<file path="src/rtl/window_gen_5x5_if.sv">
// Streaming interface for the 5x5 window generator: raster pixel input and
// registered window output, each with a valid/ready handshake.
interface window_gen_5x5_if #(
  parameter int unsigned DATA_W = 6
);
  logic                  in_valid;
  logic                  in_ready;
  logic [DATA_W-1:0]     in_data;
  logic                  out_valid;
  logic                  out_ready;
  logic [25*DATA_W-1:0]  win_data;
  logic                  out_last;

  // master: pixel source and window sink; slave: the window generator
  modport master (
    output in_valid, in_data, out_ready,
    input  in_ready, out_valid, win_data, out_last
  );

  modport slave (
    input  in_valid, in_data, out_ready,
    output in_ready, out_valid, win_data, out_last
  );
endinterface

</file>
<file path="src/rtl/window_gen_5x5.sv">
// Raster-scan 5x5 sliding-window generator with four line buffers and a
// one-deep registered output. Optional window counter: WINDOW_GEN_COUNT_EN.
module window_gen_5x5 #(
  parameter int unsigned IMG_W  = 32,
  parameter int unsigned IMG_H  = 32,
  parameter int unsigned DATA_W = 6
) (
  input  logic              clk,
  input  logic              rst_n,
  window_gen_5x5_if.slave   bus
`ifdef WINDOW_GEN_COUNT_EN
  ,
  output logic [15:0]       win_count
`endif
);

  localparam int unsigned ColW = $clog2(IMG_W);
  localparam int unsigned RowW = $clog2(IMG_H);

  logic [ColW-1:0]   col_q, col_d;
  logic [RowW-1:0]   row_q, row_d;
  logic              out_valid_q, out_valid_d;
  logic              out_last_q, out_last_d;

  logic [DATA_W-1:0] line_q [4][IMG_W];
  logic [DATA_W-1:0] win_q  [5][5];
  logic [DATA_W-1:0] tap    [4];
  logic [DATA_W-1:0] new_col[5];

  logic accept, qualify, col_end, row_end, out_hs;

  assign bus.in_ready = !out_valid_q || bus.out_ready;
  assign accept       = bus.in_valid && bus.in_ready;
  assign out_hs       = out_valid_q && bus.out_ready;
  assign col_end      = (col_q == ColW'(IMG_W - 1));
  assign row_end      = (row_q == RowW'(IMG_H - 1));
  assign qualify      = accept && (row_q >= RowW'(4)) && (col_q >= ColW'(4));

  // tap[0] is the row just above the incoming pixel, tap[3] the oldest row
  always_comb begin
    for (int i = 0; i < 4; i++) begin
      tap[i] = line_q[i][col_q];
    end
    new_col[0] = tap[3];
    new_col[1] = tap[2];
    new_col[2] = tap[1];
    new_col[3] = tap[0];
    new_col[4] = bus.in_data;
  end

  // Position counters
  always_comb begin
    col_d = col_q;
    row_d = row_q;
    if (accept) begin
      if (col_end) begin
        col_d = '0;
        row_d = row_end ? '0 : row_q + RowW'(1);
      end else begin
        col_d = col_q + ColW'(1);
      end
    end
  end

  // Output handshake: a new qualifying pixel reloads, otherwise a taken window clears
  always_comb begin
    out_valid_d = out_valid_q;
    out_last_d  = out_last_q;
    if (out_hs) begin
      out_valid_d = 1'b0;
      out_last_d  = 1'b0;
    end
    if (qualify) begin
      out_valid_d = 1'b1;
      out_last_d  = row_end && col_end;
    end
  end

  always_ff @(posedge clk) begin
    if (!rst_n) begin
      col_q       <= '0;
      row_q       <= '0;
      out_valid_q <= 1'b0;
      out_last_q  <= 1'b0;
    end else begin
      col_q       <= col_d;
      row_q       <= row_d;
      out_valid_q <= out_valid_d;
      out_last_q  <= out_last_d;
    end
  end

  // Line buffers are not reset; stale rows are never visible before being rewritten
  always_ff @(posedge clk) begin
    if (rst_n && accept) begin
      line_q[0][col_q] <= bus.in_data;
      for (int i = 1; i < 4; i++) begin
        line_q[i][col_q] <= tap[i-1];
      end
    end
  end

  // Window array doubles as the registered output; it only moves on accepted pixels
  always_ff @(posedge clk) begin
    if (!rst_n) begin
      for (int r = 0; r < 5; r++) begin
        for (int c = 0; c < 5; c++) begin
          win_q[r][c] <= '0;
        end
      end
    end else if (accept) begin
      for (int r = 0; r < 5; r++) begin
        for (int c = 0; c < 4; c++) begin
          win_q[r][c] <= win_q[r][c+1];
        end
        win_q[r][4] <= new_col[r];
      end
    end
  end

  always_comb begin
    for (int r = 0; r < 5; r++) begin
      for (int c = 0; c < 5; c++) begin
        bus.win_data[DATA_W*(5*r+c) +: DATA_W] = win_q[r][c];
      end
    end
  end

  assign bus.out_valid = out_valid_q;
  assign bus.out_last  = out_last_q;

`ifdef WINDOW_GEN_COUNT_EN
  logic [15:0] count_q, count_d;

  always_comb begin
    count_d = count_q;
    if (out_hs) begin
      count_d = out_last_q ? 16'd0 : count_q + 16'd1;
    end
  end

  always_ff @(posedge clk) begin
    if (!rst_n) begin
      count_q <= '0;
    end else begin
      count_q <= count_d;
    end
  end

  assign win_count = count_q;
`endif

endmodule

</file>
<file path="src/flat_wrapper.sv">
// flat-port wrapper written by rule: the top's interface ports become plain ports
module window_gen_5x5_flat 
#(
  parameter int unsigned IMG_W  = 32,
  parameter int unsigned IMG_H  = 32,
  parameter int unsigned DATA_W = 6
)
  (clk, rst_n, bus_in_valid, bus_in_data, bus_out_ready, bus_in_ready, bus_out_valid, bus_win_data, bus_out_last);
  window_gen_5x5_if #(.DATA_W(DATA_W)) bus_i ();
  input  logic clk;
  input  logic rst_n;
  input wire logic [$bits(bus_i.in_valid)-1:0] bus_in_valid;
  input wire logic [$bits(bus_i.in_data)-1:0] bus_in_data;
  input wire logic [$bits(bus_i.out_ready)-1:0] bus_out_ready;
  output wire logic [$bits(bus_i.in_ready)-1:0] bus_in_ready;
  output wire logic [$bits(bus_i.out_valid)-1:0] bus_out_valid;
  output wire logic [$bits(bus_i.win_data)-1:0] bus_win_data;
  output wire logic [$bits(bus_i.out_last)-1:0] bus_out_last;
  assign bus_i.in_valid = bus_in_valid;
  assign bus_i.in_data = bus_in_data;
  assign bus_i.out_ready = bus_out_ready;
  assign bus_in_ready = bus_i.in_ready;
  assign bus_out_valid = bus_i.out_valid;
  assign bus_win_data = bus_i.win_data;
  assign bus_out_last = bus_i.out_last;
  window_gen_5x5 #(.IMG_W(IMG_W), .IMG_H(IMG_H), .DATA_W(DATA_W)) u_core (.clk(clk), .rst_n(rst_n), .bus(bus_i));
endmodule
</file>
<file path="config.mk">
export PLATFORM = sky130hd
export DESIGN_NAME = window_gen_5x5_flat
export DESIGN_NICKNAME = d
export VERILOG_FILES = /design/src/rtl/window_gen_5x5_if.sv /design/src/rtl/window_gen_5x5.sv /design/src/flat_wrapper.sv
export SDC_FILE = /design/constraint.sdc
export NUM_CORES = 1
export LEC_CHECK = 0
export ABC_AREA = 0
export CAP_MARGIN = 20
export CORE_ASPECT_RATIO = 2
export CORE_MARGIN = 4
export CORE_UTILIZATION = 34
export CTS_BUF_LIST = sky130_fd_sc_hd__clkbuf_4
export CTS_CLUSTER_DIAMETER = 30
export DETAILED_ROUTE_END_ITERATION = 12
export DONT_BUFFER_PORTS = 1
export GPL_TIMING_DRIVEN = 0
export SLEW_MARGIN = 5
export SYNTH_ARGS = -nofsm -noshare
export SYNTH_HDL_FRONTEND = slang
export SYNTH_SLANG_ARGS = --single-unit
</file>
<file path="constraint.sdc">
create_clock -name clk -period 16.77 [get_ports clk]
set_input_delay 5.031 -clock clk [delete_from_list [all_inputs] [get_ports clk]]
set_output_delay 5.031 -clock clk [all_outputs]
set_load 0.03 [all_outputs]
</file>
==> metrics.md, run 1 <==
| Metric | Value |
|---|---|
| Status | finished clean |
| Area share of fa/ha/maj cells after synthesis | less than 1% |
| CP Launch Type | input pin |
| Port-buffer cells | 0 |
| Sequential-to-total area share from yosys stat | 78.5% |
| Core Box Area | 103000 sq um |
| Total GRT Usage | 18.5% |
| Worst hold margin | 0.558 ns |
| Die area | between 100000 and 150000 sq um |
| Total Routed Length | 105000 um |
| Average via count per standard cell | 5.34 |
| Count leader, synth | edfxtp_1 |
| Tightest Pin Transition | 1.14 ns |
| Synth area leaders | edfxtp_1 78%, mux2i_1 11%, o22ai_1 3.4% |
| CTS Sinks | 930 |
| Post-CTS Setup Bufs | 0 |
| Root Buffer | clkbuf_4 |
| Synth warn | 0 |
| Cell Rows | 167 |
| Hold buffers post-CTS | 0 |
| Syn avg cell area | 18.0 sq um |
| Wirelength per Cell | roughly 28 um |
| Syn Inst Count | 1964 |
| Clock latency on the worst-skew pair | 1.05 ns |
| Vias in the first global route | 20500 |
| Overflow after GRT | 0 |
| Largest net degree at the start of global routing | 74 |
| Ys async rst share | 0% |
| Largest family of logic cells by synthesized area | multiplexers |
| Netlist cell types | 32 |
| Hold crit path type | flip-flop to flip-flop |
| Post-synth net total | 1982 |
| Slew headroom | 23.1% |
| Compound-cell area share of the yosys netlist | 4.05% |
| Initial antenna violation count | 3 |
| Initial Util | between 30% and 40% |
| Maximum clock rate | 95.7 MHz |
| Leak | 12.8 nW |
| Chip height | 465 um |
| Critical-path cell list | nand2b_1 > buf_2 |
| P&R area growth vs syn | 15.0% |
| Final ANT Viol Nets | 0 |
| Tcrit/Tclk final | between 60% and 70% |
| Via count | 19700 |
| Top FF cell, synth | edfxtp_1 |
| Initial drt markers | about 1600 |
| Power density cells | 111 nW/um^2 |
| Worst endpoint required time | 11.74 ns |
| Fin. max-slew vios | 0 |
| Critical path peak fanout | 9 |
| Crit. End Element | primary output |
| Post-DP HPWL | about 72000 um |
| Final setup fails | 0 |
| Most frequent cells after synthesis | 918 x edfxtp_1, 386 x mux2i_1, 192 x o22ai_1, 126 x and2_1, 55 x clkbuf_1 |
| Post-synthesis mux area share | between 10% and 20% |
| RSZ-0062 raised after global routing | false |
| Number of synthesized register bits | between 900 and 1000 |
| First-pass GRT wire length | roughly 150000 um |
| CTS Buffer Depth | 3 |
| Xor/xnor share of the synthesized area | 0% |
| Synth top area share | 77.8% |
| Die X | 236 um |
| Post_cts resized | 0 |
| Total Nets Final | 2206 |
| H-tree depth | 4 |
| Area of the mapped netlist | 35400 sq um |
| Worst IR Drop VDD | roughly 0.063 mV |
| Maxcap violations | 0 |
| Share of cells above drive strength 1 | 17.1% |
| CTS tree | built |
| GP Congestion | 0.896 |
| Residual DRC count | 0 |
| Cell taking the most area after synthesis | edfxtp_1 |
| Layout Skew | between 0.09 and 0.1 ns |
| Critical path's slowest cell | buf_2 |
| Post-synth EDFFs | 918 |
| DRT Pass-1 Iters | 5 |
| CP top delay family | buffers and inverters |
| Max incr delay on CP | 0.32 ns |
| Setup TNS | 0 ns |
| Crit path arrival time | approximately 5.4 ns |
| Fin. Hold Viols | 0 |
| Crit path buf inv count | 1 |
| CTS Buf Count | around 180 |
| Min Tclk post-route | roughly 10 ns |
| Crit Path Category | input pin to primary output |
| Clk slew on worst S/H paths | around 0.09 ns |
| I/O pins | approximately 160 |
| Simple-gate share of the synthesized area | 4.77% |
==> cells in the final DEF (no fill, tap or decap), drive strengths merged <==
cell      instances
or3               4
nor4             42
a21boi            9
diode             5
nand4bb           6
nand3b            3
bufinv            6
nand4b            4
nor2b             2
dfxtp            12
clkbuf          286
a21oi            18
and3              4
clkinvlp          3
or3b              2
and2            126
nor2             48
nand2b            1
or4b              6
inv               8
o22ai           192
buf             103
clkinv           70
nand2            31
nand4             2
or4               3
ha                8
edfxtp          918
nand3             7
a31oi             8
o21ai             4
mux2i           386
o21a              1
==> worst reg2reg max path, delay by kind of cell (launching register included) <==
| family | cells | cell delay, ns |
|---|---|---|
| buffers and inverters | 3 | 1.73 |
| AND/OR/NAND/NOR | 3 | 1.61 |
| flip-flops | 1 | 0.50 |
| AO/OA/AOI/OAI | 1 | 0.34 |
==> area by class of cell <==
type / instances / area, sq um
clock buffer: 231 / 1730
buffer: 113 / 519
timing repair buffer: 45 / 1120
inverter: 4 / 15.0
tap: 1352 / 1690
clock inverter: 83 / 512
multi-input combinational: 917 / 7340
fill: 9312 / 62700
sequential: 930 / 27800
antenna: 5 / 12.5
==> power by group <==
group / total (mW) / leakage [nW] / switching [mW] / internal [mW]
registers: 2.69 / 8.68 / 0.0675 / 2.62
logic: 0.236 / 2.80 / 0.164 / 0.0720
clock network: 1.58 / 1.31 / 0.841 / 0.743
total: 4.51 / 12.8 / 1.07 / 3.43
==> metal layers <==
| layer | wire [um] | global-route usage (%) | share of wire [%] |
|---|---|---|---|
| met5 | 0 | 0 | 0 |
| met4 | 8730 | 13.6 | 8.3 |
| met3 | 7160 | 3.51 | 6.8 |
| met2 | 56700 | 35.2 | 54 |
| met1 | 32000 | 17.3 | 31 |
==> logic make-up (layout without fill, tap and decap cells) <==
| group | count (synthesis) | after routing |
|---|---|---|
| mux | 386 | 386 |
| compound gates | 232 | 232 |
| fa+ha+maj | 8 | 8 |
| flops | 930 | 930 |
| simple gates | 291 | 291 |
| buf+inv | 117 | 476 |
| other cells | 0 | 5 |
==> worst paths after layout <==
kind                                       from              endpoint  slack [ns]  cells after the start
worst max register to register  u_core.col_q[3]  u_core.line_q[1][72]       12.26                      7
worst max-delay path              bus_out_ready          bus_in_ready        6.32                      2
worst min register to register  u_core.row_q[3]       u_core.row_q[3]        0.56                      2
worst min-delay path            u_core.row_q[3]       u_core.row_q[3]        0.56                      2
==> flip-flops by register name, indices dropped and copies added, names as in the netlist <==
name / flops
u_core.bus.out_last: 1
u_core.bus.out_valid: 1
u_core.col_q: 5
u_core.line_q: 768
u_core.row_q: 5
u_core.win_q: 150
==> through the flow <==
stage	area (sq um)	setup WS (ns)	instances	utilization [%]	total power, mW
floorplan	35400	6.39	1964	-	2.86
global placement	37100	6.16	3316	35.9	2.95
detailed placement	38300	6.32	3355	37.1	2.97
CTS	40600	6.32	3669	39.2	4.53
global route	40800	6.30	3679	39.4	4.67
finish	40800	6.32	3680	39.4	4.51
Power figures use the tool's default switching activity.
==> run 2: changes to the inputs <==
- ABC_AREA: 0 -> 1
- clock period: 16.77 -> 8.9 ns (I/O delays scaled with it)
==> metrics.md, run 2 <==
| Metric | Value |
|---|---|
| Initial drt markers | 1728 (+5.5%) |
| NetSw | 2.43 mW (+130%) |
| Post-CTS Setup Bufs | 0 (unchanged) |
| Leak | 18.9 nW (+47%) |
| Post-synth EDFFs | 918 (unchanged) |
| Net Sw Frac | 26.5% (+2.7 points) |
| Die X | 249 um (+5.2%) |
| Clock Power Share | 34.7% (-0.5 points) |
| Vias in the first global route | 26200 (+28%) |
| Setup TNS | 0 ns (unchanged) |
| Largest family of logic cells by synthesized area | simple AND/OR/NAND/NOR gates |
| Port-buffer cells | 0 (unchanged) |
| Largest net degree at the start of global routing | 70 (-5.4%) |
| CP Depth | 2 (unchanged) |
| Status | finished clean |
| Most frequent cells after synthesis | 1403 x nand2_1, 918 x edfxtp_1, 673 x inv_1, 272 x nand3_1, 238 x nor2_1 |
| Reg2reg setup slack | 5.18 ns (-7.08 ns) |
| Post-Route Utilization | 38.8% (-0.56 points) |
| Crit path arrival time | 2.96 ns (-2.46 ns) |
| Max incr delay on CP | 0.27 ns (-0.05 ns) |
| Area of the mapped netlist | 39400 sq um (+11%) |
| CP Capture Point | bus_in_ready |
| Layout Skew | 0.0709 ns (-0.0249 ns) |
| Power density cells | 206 nW/um^2 (+86%) |
| Residual DRC count | 0 (unchanged) |
| Sequential-to-total area share from yosys stat | 70.7% (-7.8 points) |
| Total Power Consumption | 9.18 mW (+100%) |
| Final setup fails | 0 (unchanged) |
| Cell Rows | 176 (+5.4%) |
| Fin. max-slew vios | 0 (unchanged) |
| Fin cells | 5661 (+54%) |
| CP Launch Type | input pin |
| Total GRT Usage | 19.1% (+0.63 points) |
| Syn avg cell area | 10.4 sq um (-42%) |
| Tcrit/Tclk final | 63.3% |
| Post-synth net total | 3808 (+92%) |
| Placed cell areas | 42200 sq um (+10%) |
| Area share of fa/ha/maj cells after synthesis | 0.254% (-0.028 points) |
| Cell taking the most area after synthesis | edfxtp_1 |
| Min Tclk post-route | 5.63 ns |
| Total Nets Final | 4026 (+83%) |
| Share of cells above drive strength 1 | 11.7% (-5.5 points) |
| Initial Util | 34.2% (about the same) |
| CP top delay family | simple AND/OR/NAND/NOR gates |
| Chip height | 489 um (+5.3%) |
| Commonest non-fill, non-tap cell in the layout | nand2_1 |
| Post-synthesis mux area share | 0% (-11 points) |
| Crit path buf inv count | 1 (unchanged) |
| Fin. Hold Viols | 0 (unchanged) |
| Tightest Pin Transition | 1.14 ns (-0.00715 ns) |
| Count leader, synth | nand2_1 |
| H-tree depth | 4 (unchanged) |
| Synth warn | 0 (unchanged) |
| Core Box Area | 115000 sq um (+11%) |
| Top reg by flops | u_core.line_q |
| Hold buffers post-CTS | 0 (unchanged) |
| Synth top area share | 70.0% (-7.8 points) |
| Initial antenna violation count | 2 (-1) |
| CTS Sinks | 930 (unchanged) |
| Syn Inst Count | 3790 (+93%) |
| Maxcap violations | 0 (unchanged) |
| Critical-path cell list | inv_1 > nand2_1 |
| Worst hold margin | 0.463 ns (-0.0941 ns) |
| Maximum clock rate | 178 MHz |
| I/O pins | 163 (unchanged) |
| Worst endpoint required time | 6.23 ns (-5.51 ns) |
| Final worst setup slack | 3.27 ns (-3.05 ns) |
| Die area | 122000 sq um (+11%) |
| Sequential Power Share | 55.8% (-3.8 points) |
| Final ANT Viol Nets | 0 (unchanged) |
| Worst IR Drop VDD | 0.0986 mV (+55%) |
| Overflow after GRT | 0 (unchanged) |
| Clk slew on worst S/H paths | 0.07 ns (-0.02 ns) |
| Xor/xnor share of the synthesized area | 0.0223% (+0.022 points) |
| Top FF cell, synth | edfxtp_1 |
| Crit. End Element | primary output |
| Post_cts resized | 0 (unchanged) |
| Wirelength per Cell | 21.2 um (-26%) |
| Netlist cell types | 27 (-16%) |
| Most frequent cells in the layout | 1388 x nand2_1, 918 x edfxtp_1, 673 x inv_1, 272 x nand3_1, 254 x clkbuf_4 |
| Slew headroom | 24.2% (+1.2 points) |
| Largest registers | u_core.line_q: 768 flops, u_core.win_q: 150 flops |
| Combinational fraction of design power | 9.5% (+4.3 points) |
| Post-DP HPWL | 85100 um (+18%) |
| R2r endpoint | u_core.line_q[0][189] |
| Simple-gate share of the synthesized area | 19.5% (+15 points) |
| Final instance area | 44600 sq um (+9.6%) |
| GP Congestion | 0.928 (+3.6%) |
| Via count | 26500 (+35%) |
| Total Routed Length | 120000 um (+14%) |
| RR Startpoint | u_core.col_q[1] |
| Crit Path Category | input pin to primary output |
| RSZ-0062 raised after global routing | false |
| Critical path's slowest cell | nand2_1 |
| Clock latency on the worst-skew pair | 1.06 ns (about the same) |
| Synth area leaders | edfxtp_1 70%, nand2_1 13%, inv_1 6.4% |
| Inst Count DP | 5335 (+59%) |
| Critical path peak fanout | 3 (-6) |
| Average via count per standard cell | 4.68 (-12%) |
| Compound-cell area share of the yosys netlist | 1.22% (-2.8 points) |
| Reg2Reg Depth | 8 (+1) |
| DRT Pass-1 Iters | 5 (unchanged) |
| Max reg flops | 768 (unchanged) |
| Hold crit path type | flip-flop to flip-flop |
| CTS tree | built |
| Cell-internal power | 6.75 mW (+97%) |
| Root Buffer | clkbuf_4 |
| Worst Setup SP | bus_out_ready |
| P&R area growth vs syn | 13.5% |
| CTS Buf Count | 184 (+4.0%) |
| Dpl ws | 3.26 ns (-3.05 ns) |
| First-pass GRT wire length | 169000 um (+16%) |
| Number of synthesized register bits | 930 (unchanged) |
| CTS Buffer Depth | 3 (unchanged) |
| Ys async rst share | 0% (unchanged) |
## run 2: cell count changes after synthesis, sizes merged, moves of 51 or more
cell and change:
inv +674, mux2i -386, nor2 +194, nand3 +266
o22ai -192, o21ai +51, nand2 +1373, and2 -126
## run 2: area by class of cell
class	instances	area [sq um]
fillers	11100	70300
flip-flops and latches	930	27800
multi-input cells	2021	8500
inverters	679	2550
clock buffers	254	1910
well taps	1513	1890
plain buffers	160	741
repair buffers	32	738
clock inverters	69	505
diodes	3	7.51
## run 2: how the worst min path moves through the flow
stage,from,end,slack [ns],cells after the start
2_1_floorplan,u_core.row_q[3],u_core.row_q[3],0.42,1
3_3_place_gp,u_core.row_q[3],u_core.row_q[3],0.44,1
3_5_place_dp,u_core.row_q[3],u_core.row_q[3],0.45,1
4_1_cts,u_core.row_q[3],u_core.row_q[3],0.46,1
5_1_grt,u_core.row_q[3],u_core.row_q[3],0.50,1
6_report,u_core.row_q[3],u_core.row_q[3],0.46,1
## run 2: logic make-up after synthesis
kind of cell / after synthesis
and+or+nand+nor: 1926
xor gates and xnor gates: 1
adders and majority gates: 8
DFF: 930
buffers and inverters: 839
AOI/OAI and AO/OA: 86
## run 2: routing by layer
| metal | wire (um) | vias to the layer above | global-route usage [%] |
|---|---|---|---|
| li1 | - | 12500 | - |
| met1 | 34900 | 12500 | 16.2 |
| met2 | 64500 | 1091 | 36.5 |
| met3 | 6700 | 418 | 3.35 |
| met4 | 13700 | 0 | 18.8 |
| met5 | 0 | - | 0 |
## run 2: power groups by stage
stage	clock network (mW)	logic [mW]	registers (mW)
floorplan	0	0.435	5.21
global placement	0	0.781	5.24
detailed placement	0	0.868	5.22
CTS	3.25	0.871	5.12
global route	3.43	0.931	5.12
finish	3.18	0.875	5.12
==> run 3: changes to the inputs <==
- clock period: 8.9 -> 5.7 ns (I/O delays scaled with it)
==> metrics.md, run 3 (synthesis results as in run 2) <==
| Metric | Value |
|---|---|
| Min Tclk post-route | 3.91 ns |
| Share of cells above drive strength 1 | 11.7% (-0.026 points) |
| Core Box Area | 115000 sq um (unchanged) |
| DRT Pass-1 Iters | 9 (+4) |
| GP Congestion | 0.952 (+2.6%) |
| Layout Skew | 0.0742 ns (+0.00330 ns) |
| Average via count per standard cell | 4.69 (+0.19%) |
| Maxcap violations | 0 (unchanged) |
| Crit. End Element | flip-flop |
| Port-buffer cells | 0 (unchanged) |
| Tightest Pin Transition | 1.13 ns (-0.00797 ns) |
| Root Buffer | clkbuf_4 |
| NetSw | 3.85 mW (+58%) |
| Vias in the first global route | 26400 (+0.71%) |
| Combinational fraction of design power | 9.7% (+0.2 points) |
| Total Nets Final | 4027 (+0.025%) |
| Net Sw Frac | 27.1% (+0.58 points) |
| Cell-internal power | 10.4 mW (+54%) |
| Leak | 18.8 nW (about the same) |
| Number of cells on the worst hold path | 1 (unchanged) |
| Worst IR Drop VDD | 0.174 mV (+77%) |
| Initial Util | 34.2% (unchanged) |
| Initial antenna violation count | 2 (unchanged) |
| Critical path peak fanout | 15 (+12) |
| Number of fill cells | 11200 (+0.57%) |
| Clock Power Share | 34.1% (-0.6 points) |
| Crit path arrival time | 4.60 ns (+1.64 ns) |
| H-tree depth | 4 (unchanged) |
| Max reg flops | 768 (unchanged) |
| Post-Route Utilization | 38.8% (about the same) |
| Clock latency on the worst-skew pair | 1.06 ns (about the same) |
| Largest net degree at the start of global routing | 121 (+73%) |
| RSZ-0062 raised after global routing | false |
| Residual DRC count | 0 (unchanged) |
| Total Routed Length | 120000 um (+0.35%) |
| Hold crit path type | flip-flop to flip-flop |
| Overflow after GRT | 0 (unchanged) |
| Clk slew on worst S/H paths | 0.09 ns (+0.02 ns) |
| Final setup fails | 0 (unchanged) |
| RR Startpoint | u_core.col_q[1] |
| Crit Path Category | flip-flop to flip-flop |
| Reg2reg setup slack | 1.79 ns (-3.39 ns) |
| Final ANT Viol Nets | 0 (unchanged) |
| Die X | 249 um (unchanged) |
| Post-DP HPWL | 85200 um (about the same) |
| Most frequent cells in the layout | 1389 x nand2_1, 918 x edfxtp_1, 673 x inv_1, 272 x nand3_1, 254 x clkbuf_4 |
| Total Power Consumption | 14.2 mW (+55%) |
| Reg2Reg Depth | 8 (unchanged) |
| R2r endpoint | u_core.line_q[0][70] |
| Tcrit/Tclk final | 68.6% |
| CTS Buf Count | 184 (unchanged) |
| Wirelength per Cell | 21.2 um (about the same) |
| Largest registers | u_core.line_q: 768 flops, u_core.win_q: 150 flops |
| Post_cts resized | 0 (unchanged) |
| Fin. max-slew vios | 0 (unchanged) |
| Die area | 122000 sq um (unchanged) |
| CTS Sinks | 930 (unchanged) |
| Commonest non-fill, non-tap cell in the layout | nand2_1 |
| P&R area growth vs syn | 13.4% (about the same) |
| CTS tree | built |
| Maximum clock rate | 256 MHz |
| CP Launch Type | flip-flop |
| Inst Count DP | 5336 (+0.019%) |
| First-pass GRT wire length | 170000 um (+0.57%) |
| Fin cells | 5679 (+0.32%) |
| Hold buffers post-CTS | 0 (unchanged) |
| Post-CTS Setup Bufs | 0 (unchanged) |
| Slew headroom | 24.8% (+0.53 points) |
| Via count | 26600 (+0.51%) |
| Placed cell areas | 42200 sq um (about the same) |
| Total GRT Usage | 19.2% (+0.037 points) |
| Hold EP | u_core.row_q[3] |
| Initial drt markers | 1855 (+7.3%) |
| Worst endpoint required time | 6.39 ns (+0.16 ns) |
| Cell Rows | 176 (unchanged) |
| Worst hold margin | 0.466 ns (+0.00237 ns) |
| Top reg by flops | u_core.line_q |
| Sequential Power Share | 56.2% (+0.4 points) |
| Chip height | 489 um (unchanged) |
| I/O pins | 163 (unchanged) |
| Power density cells | 319 nW/um^2 (+55%) |
| Worst Min Path Start | u_core.row_q[3] |
| CTS Buffer Depth | 3 (unchanged) |
| Final instance area | 44600 sq um (about the same) |
| Status | finished clean |
| Fin. Hold Viols | 0 (unchanged) |
==> run 3: worst max-delay path by stage <==
stage	endpoint	from	cells after the start
4_1_cts	u_core.line_q[0][70]	u_core.col_q[1]	8
2_1_floorplan	u_core.win_q[0][0]	bus_out_ready	4
3_5_place_dp	u_core.line_q[0][70]	bus_out_ready	7
3_3_place_gp	u_core.line_q[0][117]	bus_out_ready	6
6_report	u_core.line_q[0][70]	u_core.col_q[1]	8
5_1_grt	u_core.line_q[0][70]	bus_out_ready	7
==> run 3: cell type report <==
type	count	area, sq um	share of cell area (%)
antenna	3	7.51	0.0168
buffer	160	741	1.66
clock buffer	254	1910	4.27
clock inverter	86	473	1.06
inverter	679	2550	5.72
multi-input combinational	2021	8500	19.1
sequential	930	27800	62.3
tap	1513	1890	4.24
timing repair buffer	33	743	1.67
==> run 3: critical path: stages, from the launching register on <==
cell	delay, ns
dfxtp_1	0.34
clkbuf_1	0.17
inv_1	0.21
buf_2	0.33
clkbuf_1	0.56
ha_1	0.27
nand2_1	0.50
nor2_2	0.91
buf_8	0.24
==> run 3: layer usage <==
metal | vias up | global-route usage, % | wire, um
met4 | 0 | 19.5 | 14200
met3 | 453 | 3.29 | 6630
met2 | 1141 | 36.4 | 64100
met5 | - | 0 | 0
met1 | 12500 | 16.1 | 35200
li1 | 12500 | - | -
==> run 3: stage by stage <==
stage / setup TNS [ns] / setup WS [ns]
5_1_grt: 0 / 1.74
3_3_place_gp: -28.33 / -0.290
3_5_place_dp: 0 / 0.894
6_report: 0 / 1.79
4_1_cts: 0 / 1.86
2_1_floorplan: 0 / 1.16
==> run 3: power groups by stage <==
stage | logic (mW) | registers, mW | clock network, mW
after detailed placement | 1.37 | 8.15 | 0
after global routing | 1.46 | 8.00 | 5.23
after CTS | 1.37 | 7.99 | 4.95
final | 1.38 | 7.99 | 4.85
after global placement | 1.22 | 8.18 | 0
after floorplan | 0.679 | 8.12 | 0
